===== src/rtl/systolic_feeder.sv =====
// Operand feeder for systolic_array: buffers A (row lanes) and B (column lanes),
// then streams both diagonally skewed with en held high for 3N-2 cycles.

// One output lane: picks vec[t - LANE] when that index lies in 0..N-1, else 0.
module systolic_feeder_lane #(
  parameter int N    = 3,
  parameter int DW   = 8,
  parameter int TW   = 3,
  parameter int LANE = 0
) (
  input  logic [TW-1:0]        t,
  input  logic [N-1:0][DW-1:0] vec,
  output logic [DW-1:0]        val
);
  // One extra bit so t < LANE lands far above N-1 instead of wrapping into range
  logic [TW:0] k;
  assign k = {1'b0, t} - (TW+1)'(LANE);

  always_comb begin
    val = '0;
    for (int i = 0; i < N; i++)
      if (k == (TW+1)'(i)) val = vec[i];
  end
endmodule

module systolic_feeder #(
  parameter int MATRIX_SIZE = 3,
  parameter int DATA_WIDTH  = 8
) (
  input  logic                              clk,
  input  logic                              rst,
  input  logic                              wr_en,
  input  logic                              wr_sel,
  input  logic [$clog2(MATRIX_SIZE)-1:0]    wr_row,
  input  logic [$clog2(MATRIX_SIZE)-1:0]    wr_col,
  input  logic [DATA_WIDTH-1:0]             wr_data,
  output logic                              wr_ready,
  input  logic                              start,
  output logic                              busy,
  output logic                              done,
  output logic                              en,
  output logic [MATRIX_SIZE*DATA_WIDTH-1:0] out_left,
  output logic [MATRIX_SIZE*DATA_WIDTH-1:0] out_top
);
  localparam int N        = MATRIX_SIZE;
  localparam int DW       = DATA_WIDTH;
  localparam int FEED_LEN = 3*N - 2;
  localparam int TW       = $clog2(3*N - 1);

  typedef enum logic [1:0] {IDLE, FEED, DONE} state_t;

  state_t                       state_q, state_nxt;
  logic [TW-1:0]                t_q, t_nxt;
  logic [N-1:0][N-1:0][DW-1:0]  a_q, a_nxt, b_q, b_nxt;
  logic [N-1:0][N-1:0][DW-1:0]  b_col;
  logic [N-1:0][DW-1:0]         left_q, left_nxt, top_q, top_nxt;

  always_comb begin
    state_nxt = state_q;
    t_nxt     = '0;
    a_nxt     = a_q;
    b_nxt     = b_q;
    case (state_q)
      IDLE: begin
        if (wr_en && int'(wr_row) < N && int'(wr_col) < N) begin
          if (wr_sel) b_nxt[wr_row][wr_col] = wr_data;
          else        a_nxt[wr_row][wr_col] = wr_data;
        end
        if (start) state_nxt = FEED;
      end
      FEED: begin
        if (t_q == TW'(FEED_LEN - 1)) state_nxt = DONE;
        else                           t_nxt     = t_q + 1'b1;
      end
      DONE:    state_nxt = IDLE;
      default: state_nxt = IDLE;
    endcase
  end

  // Lanes select from the post-write matrices so a write on the start edge is fed
  genvar gi, gk;
  generate
    for (gi = 0; gi < N; gi++) begin : g_col
      for (gk = 0; gk < N; gk++) begin : g_k
        assign b_col[gi][gk] = b_nxt[gk][gi];
      end
    end
    for (gi = 0; gi < N; gi++) begin : g_lane
      systolic_feeder_lane #(.N(N), .DW(DW), .TW(TW), .LANE(gi)) u_left (
        .t(t_nxt), .vec(a_nxt[gi]), .val(left_nxt[gi])
      );
      systolic_feeder_lane #(.N(N), .DW(DW), .TW(TW), .LANE(gi)) u_top (
        .t(t_nxt), .vec(b_col[gi]), .val(top_nxt[gi])
      );
    end
  endgenerate

  always_ff @(posedge clk) begin
    if (!rst) begin
      state_q <= IDLE;
      t_q     <= '0;
      a_q     <= '0;
      b_q     <= '0;
      left_q  <= '0;
      top_q   <= '0;
    end else begin
      state_q <= state_nxt;
      t_q     <= t_nxt;
      a_q     <= a_nxt;
      b_q     <= b_nxt;
      left_q  <= (state_nxt == FEED) ? left_nxt : '0;
      top_q   <= (state_nxt == FEED) ? top_nxt  : '0;
    end
  end

  assign wr_ready = (state_q == IDLE);
  assign busy     = (state_q != IDLE);
  assign en       = (state_q == FEED);
  assign done     = (state_q == DONE);
  assign out_left = left_q;
  assign out_top  = top_q;
endmodule


===== config.mk =====
export PLATFORM = sky130hd
export DESIGN_NAME = systolic_feeder
export DESIGN_NICKNAME = d
export VERILOG_FILES = /design/src/rtl/systolic_feeder.sv
export SDC_FILE = /design/constraint.sdc
export NUM_CORES = 1
export LEC_CHECK = 0
export BUFFER_PORTS_ARGS = -buffer_cell sky130_fd_sc_hd__buf_4
export CAP_MARGIN = 20
export CORE_UTILIZATION = 64
export DETAILED_ROUTE_END_ITERATION = 8
export PLACE_DENSITY = 0.85
export SETUP_SLACK_MARGIN = 0.3
export SLEW_MARGIN = 20
export SYNTH_ARGS = -nofsm -noshare
export SYNTH_HDL_FRONTEND = slang
export SYNTH_SLANG_ARGS = --single-unit

===== constraint.sdc =====
create_clock -name clk -period 5.4 [get_ports clk]
set_clock_uncertainty 0.05 [all_clocks]
set_input_delay 0.54 -clock clk [delete_from_list [all_inputs] [get_ports clk]]
set_output_delay 0.54 -clock clk [all_outputs]
set_load 0.02 [all_outputs]

# After elaboration in Yosys (flattened, before gate mapping)
# Cells that the tools add are included.
# op_classes
n_addsub	3
order_cmp	6
eq_ne	10
muxes	35
reduce_logical	10
# op_table
cell	n
72-bit two-way mux	6
8-bit two-way mux	19
72-bit bitwise mux	2
24-bit demux with 2-bit select	1
24-bit two-way mux	1
8-bit demux with 2-bit select	1
4-bit zero test	3
4-bit by 1-bit == test with 1-bit output (second input constant)	2
4-bit by 2-bit == test with 1-bit output (second input constant)	2
2-bit by 3-bit less-than comparator with 1-bit output (second input constant)	2
3-bit two-way mux	2
2-bit by 1-bit == test with 1-bit output (second input constant)	2
2-bit by 1-bit greater-or-equal comparator with 1-bit output (second input constant)	2
1-bit logical AND	4
2-bit less-than comparator (second input constant)	2
2-bit two-way mux	2
2-bit one-hot mux with 2 select lines	1
3-bit by 1-bit subtractor with 4-bit output (second input constant)	1
3-bit by 2-bit subtractor with 4-bit output (second input constant)	1
3-bit by 1-bit adder with 3-bit output (second input constant)	1
3-bit by 1-bit == test with 1-bit output (second input constant)	1
3-bit by 2-bit == test with 1-bit output (second input constant)	1
3-bit == test (second input constant)	1
2-bit == test (second input constant)	1
other kinds (3)	3
# totals
regBits	197
inputBits	17

# Depth between registers and ports, before layout
# depth
ltp_word	13
depth_mapped	10
mapped_depth_nobuf	7

# By module
# A second synthesis with hierarchy kept.
# hier_totals
hier_cells	958
hier_area_um2	10159.7
# modules_own_cells
mod	instances	cells_each	area_per_inst_um2	seq_area_each_um2
systolic_feeder	1	800	8718.4	3943.8
systolic_feeder_lane at g_lane[0].u_left ...	2	30	305.3	0.0
systolic_feeder_lane at g_lane[1].u_left ...	2	29	225.2	0.0
systolic_feeder_lane at g_lane[2].u_left ...	2	20	190.2	0.0

# Least setup slack after synthesis
# OpenSTA, ideal clock, no wires.
# synth_path
path_kind	register -> register
start	register state_q[1]
end	register top_q (netlist bit out_top[20])
setup_time_ns	0.095
arrival_ns	2.376
t_required_ns	5.255
path_slack_ns	2.879
stages_incl_launch_ff	11
path_cell_list	dfxtp_1 buf_2 nand2b_1 inv_1 o21ai_0 ha_1 clkbuf_1 o21a_1 clkbuf_1 a41oi_1 a221oi_1
# synth_between
elab_chain_cells	7
elab_cells_between_ends	16
# synth_rtl
element	line_no	text
from (decl)	52	state_t state_q, state_nxt;
from (signal assigned)	107	state_q <= state_nxt;
2-bit by 1-bit == test with 1-bit output *	n/a	
net en	41	output logic en,
3-bit two-way mux	63	case (state_q)
3-bit by 2-bit subtractor with 4-bit output	17	assign k = {1'b0, t} - (TW+1)'(LANE);
4-bit zero test	22	if (k == (TW+1)'(i)) val = vec[i];
8-bit two-way mux (3 in series)	22	
to (signal assigned)	112	top_q <= (state_nxt == FEED) ? top_nxt : '0;
to (decl)	56	logic [N-1:0][DW-1:0] left_q, left_nxt, top_q, top_nxt;
# Mark *: on every way through the listed nets, which the timed path passes. The rest lies on a longest branch.
# A chain may end at the register's enable or synchronous reset.

# Worst setup path after layout
# layout_path
start	register state_q[0]
end	register left_q (netlist bit out_left[20])
# layout_between
elab_chain_cells	7
elab_cells_between_ends	16
# layout_rtl
element	line_no	text
2-bit by 1-bit == test with 1-bit output	63	
3-bit two-way mux	63	
3-bit by 2-bit subtractor with 4-bit output	17	
4-bit zero test	22	
8-bit two-way mux (3 in series)	22	
to (signal assigned)	111	left_q <= (state_nxt == FEED) ? left_nxt : '0;
to (decl)	56	
# Several ways; a longest one is shown, not always the timed one.

==> run summary <==
status -> completed
Via Count -> 6,694
EDFF count, synth -> 0
Avg Inst Size Synth -> 9.49 µm²
Layout area overhead -> 12.4%
critical path depth in cells -> 7
Leak -> 3.90 nW
VDD IR max -> 0.284 mV
worst path cell trace -> nand2b_1, inv_1, o21ai_0, ha_1, and3_1, o21ai_0, a311oi_1
r2r startpoint -> state_q[0]
Power Density -> 320 mW/mm²
synth warn -> 0
post-CTS setup buffers -> 0
commonest cells after routing, fill and taps aside -> 197 x dfxtp_1, 97 x nor2_1, 94 x mux2i_1
area of the multi-input gates -> 0.00378 mm²
global-route wire length before repair -> 32,600 µm
Hold Path End -> b_q[4]
Max Cap Viol -> 0
worst skew pair latency -> 0.44 ns
die width -> 114 µm
post-synth cell types -> 55
Final ANT Viol Nets -> 0
hold crit path type -> reg2reg
Worst setup EP type -> flop
CP max-delay cell -> ha_1
crit path buf inv count -> 1
CTS tree -> yes
placed cell area -> 0.00851 mm²
R2R depth -> 7
hold depth -> 2
post-synthesis cell count -> 853
GRT Total Usage -> 0.322
ant diodes -> 0
clk slew on worst S/H paths -> 0.07 ns
HP Start -> b_q[4]
Post-Synthesis Cell Area -> 0.00810 mm²
Nets -> 873
die height -> 114 µm
Initial Util -> 0.666
most frequent CP cell -> o21ai_0
worst setup path class -> reg2reg
largest net degree at the start of global routing -> 63
crit path max fanout -> 19
io pins -> 69
element type at the critical path start -> flop
worst-margin pin slew -> 1.12 ns
Hold Worst Slack -> 0.414 ns
H-tree depth -> 4
die area -> 0.0131 mm²
sequential element share of the synthesized area -> 0.487
initial DRC count -> 740
fillers -> 898
Root Driver -> clkbuf_16
Critical Path AT -> 3.61 ns
Max Root-Sink Buffers -> 2
drt total wl -> 20,500 µm
Yosys reg bits -> 197
FF+latch area -> 0.00394 mm²
dominant synthesized flop cell -> dfxtp_1
post-synth net total -> 871
post_cts resized -> 0
highest clock rate -> 300 MHz
Final setup viols -> 0
CTS buffer count -> 17
port bufs -> 68
number of global-route vias before repair -> 6,411
Final Hold Violating Endpoints -> 0
Slew Limit Headroom -> 0.251
CP delay by family, top -> simple AND/OR/NAND/NOR gates
initial antenna violation count -> 0
Slew Limit Fails -> 0
DP HPWL -> 12,600 µm
most common cell after layout, fill and taps aside -> dfxtp_1
via density per instance -> 6.47
DR WL/cell -> 19.8 µm
row count -> 40
FF-to-FF setup slack -> 2.07 ns
clock sinks -> 197
layout cells sized above 1 -> 0.142
CP required -> 5.68 ns
crit path time final -> 3.33 ns
hold_buf cts -> 0
setup TNS -> 0 ns
Pre-antenna DRT Iters -> 5
Final Cell Area -> 0.00910 mm²
crit share post-route -> 0.617
fraction of registers with async set/reset -> 0
GRT overflow -> 0
RePlAce Congestion -> 0.906
CORE AREA -> 0.0122 mm²
worst reg2reg endpoint -> out_left[20]
max incr delay on CP -> 0.68 ns
RSZ-0062 raised after global routing -> false
# DRC -> 0
==> per-layer routing <==
metal  global-route usage  share of wire  vias up
li1                     -              -     3089
met3               0.0736          0.070       47
met1                0.393           0.41     3287
met2                0.550           0.50      271
met5                    0              0        -
met4                0.127          0.019        0
==> how the worst max path moves through the flow <==
| stage | startpoint | to | slack (ns) |
|---|---|---|---|
| global placement | t_q[0] | out_left[18] | 2.54 |
| floorplan | state_q[1] | out_top[20] | 2.88 |
| detailed placement | t_q[0] | out_left[20] | 2.32 |
| finish | state_q[0] | out_left[20] | 2.07 |
| global route | state_q[0] | out_left[21] | 1.89 |
| CTS | t_q[0] | out_left[20] | 2.16 |
==> final cells by class <==
type | count | area share
clock buffers | 20 | 0.0513
clock inverters | 11 | 0.0135
inverters | 6 | 0.00247
multi-input cells | 559 | 0.415
flip-flops and latches | 197 | 0.433
well taps | 168 | 0.0231
repair buffers | 74 | 0.0610
==> cell usage after synthesis (all sizes together) (3+ instances only) <==
cell / instances / share of area
a31oi: 12 / 0.0093
clkbuf: 73 / 0.034
nand3: 12 / 0.0074
buf: 18 / 0.013
or3: 3 / 0.0023
nor4b: 5 / 0.0088
mux2i: 94 / 0.12
nand4: 14 / 0.012
nand4b: 3 / 0.0032
and3: 25 / 0.019
a221oi: 5 / 0.0054
a32oi: 7 / 0.0076
a21oi: 39 / 0.024
and4: 10 / 0.011
o21ai: 28 / 0.017
a31o: 4 / 0.0043
o22ai: 16 / 0.012
nor3: 5 / 0.0045
nor2: 97 / 0.045
inv: 6 / 0.0028
nand2b: 3 / 0.0023
dfxtp: 197 / 0.49
a311oi: 4 / 0.0043
o31a: 8 / 0.0087
a21boi: 23 / 0.021
a41oi: 8 / 0.0087
nand2: 39 / 0.018
a22oi: 16 / 0.015
o21a: 40 / 0.037
o31ai: 15 / 0.014
nor2b: 5 / 0.0039
==> logic make-up after synthesis <==
family | Yosys count | share of synthesized area
buffers and inverters | 97 | 0.0496
adder cells (fa/ha/maj) | 1 | 0.00154
multiplexers | 94 | 0.116
AO/OA/AOI/OAI | 228 | 0.192
flip-flops | 197 | 0.487
AND/OR/NAND/NOR | 236 | 0.153
==> flip-flops by register name, summed over array words and instances (netlist names) <==
| name | cells |
|---|---|
| out_top | 24 |
| a_q | 72 |
| out_left | 24 |
| b_q | 72 |
| t_q | 3 |
| state_q | 2 |
==> power by group <==
part	switching (W)	total [W]	internal (W)
Sequential	0.00000808	0.00147	0.00146
Clock	0.000548	0.00127	0.000717
Combinational	0.000126	0.000174	0.0000478
Total	0.000682	0.00291	0.00223
==> worst min-delay path, delay by kind of cell (launching register included) <==
kind | cells | cell delay [ns]
simple gates | 1 | 0.05
compound gates | 1 | 0.05
flops | 1 | 0.31
==> through the flow <==
step,power [W],util,std cells,setup WS [ns]
after floorplan,0.00162,-,853,2.88
after global placement,0.00167,0.699,1004,2.54
after detailed placement,0.00167,0.700,1004,2.32
after CTS,0.00291,0.748,1035,2.16
after global routing,0.00299,0.749,1035,1.89
final,0.00291,0.749,1035,2.07
Power figures use the tool's default switching activity.
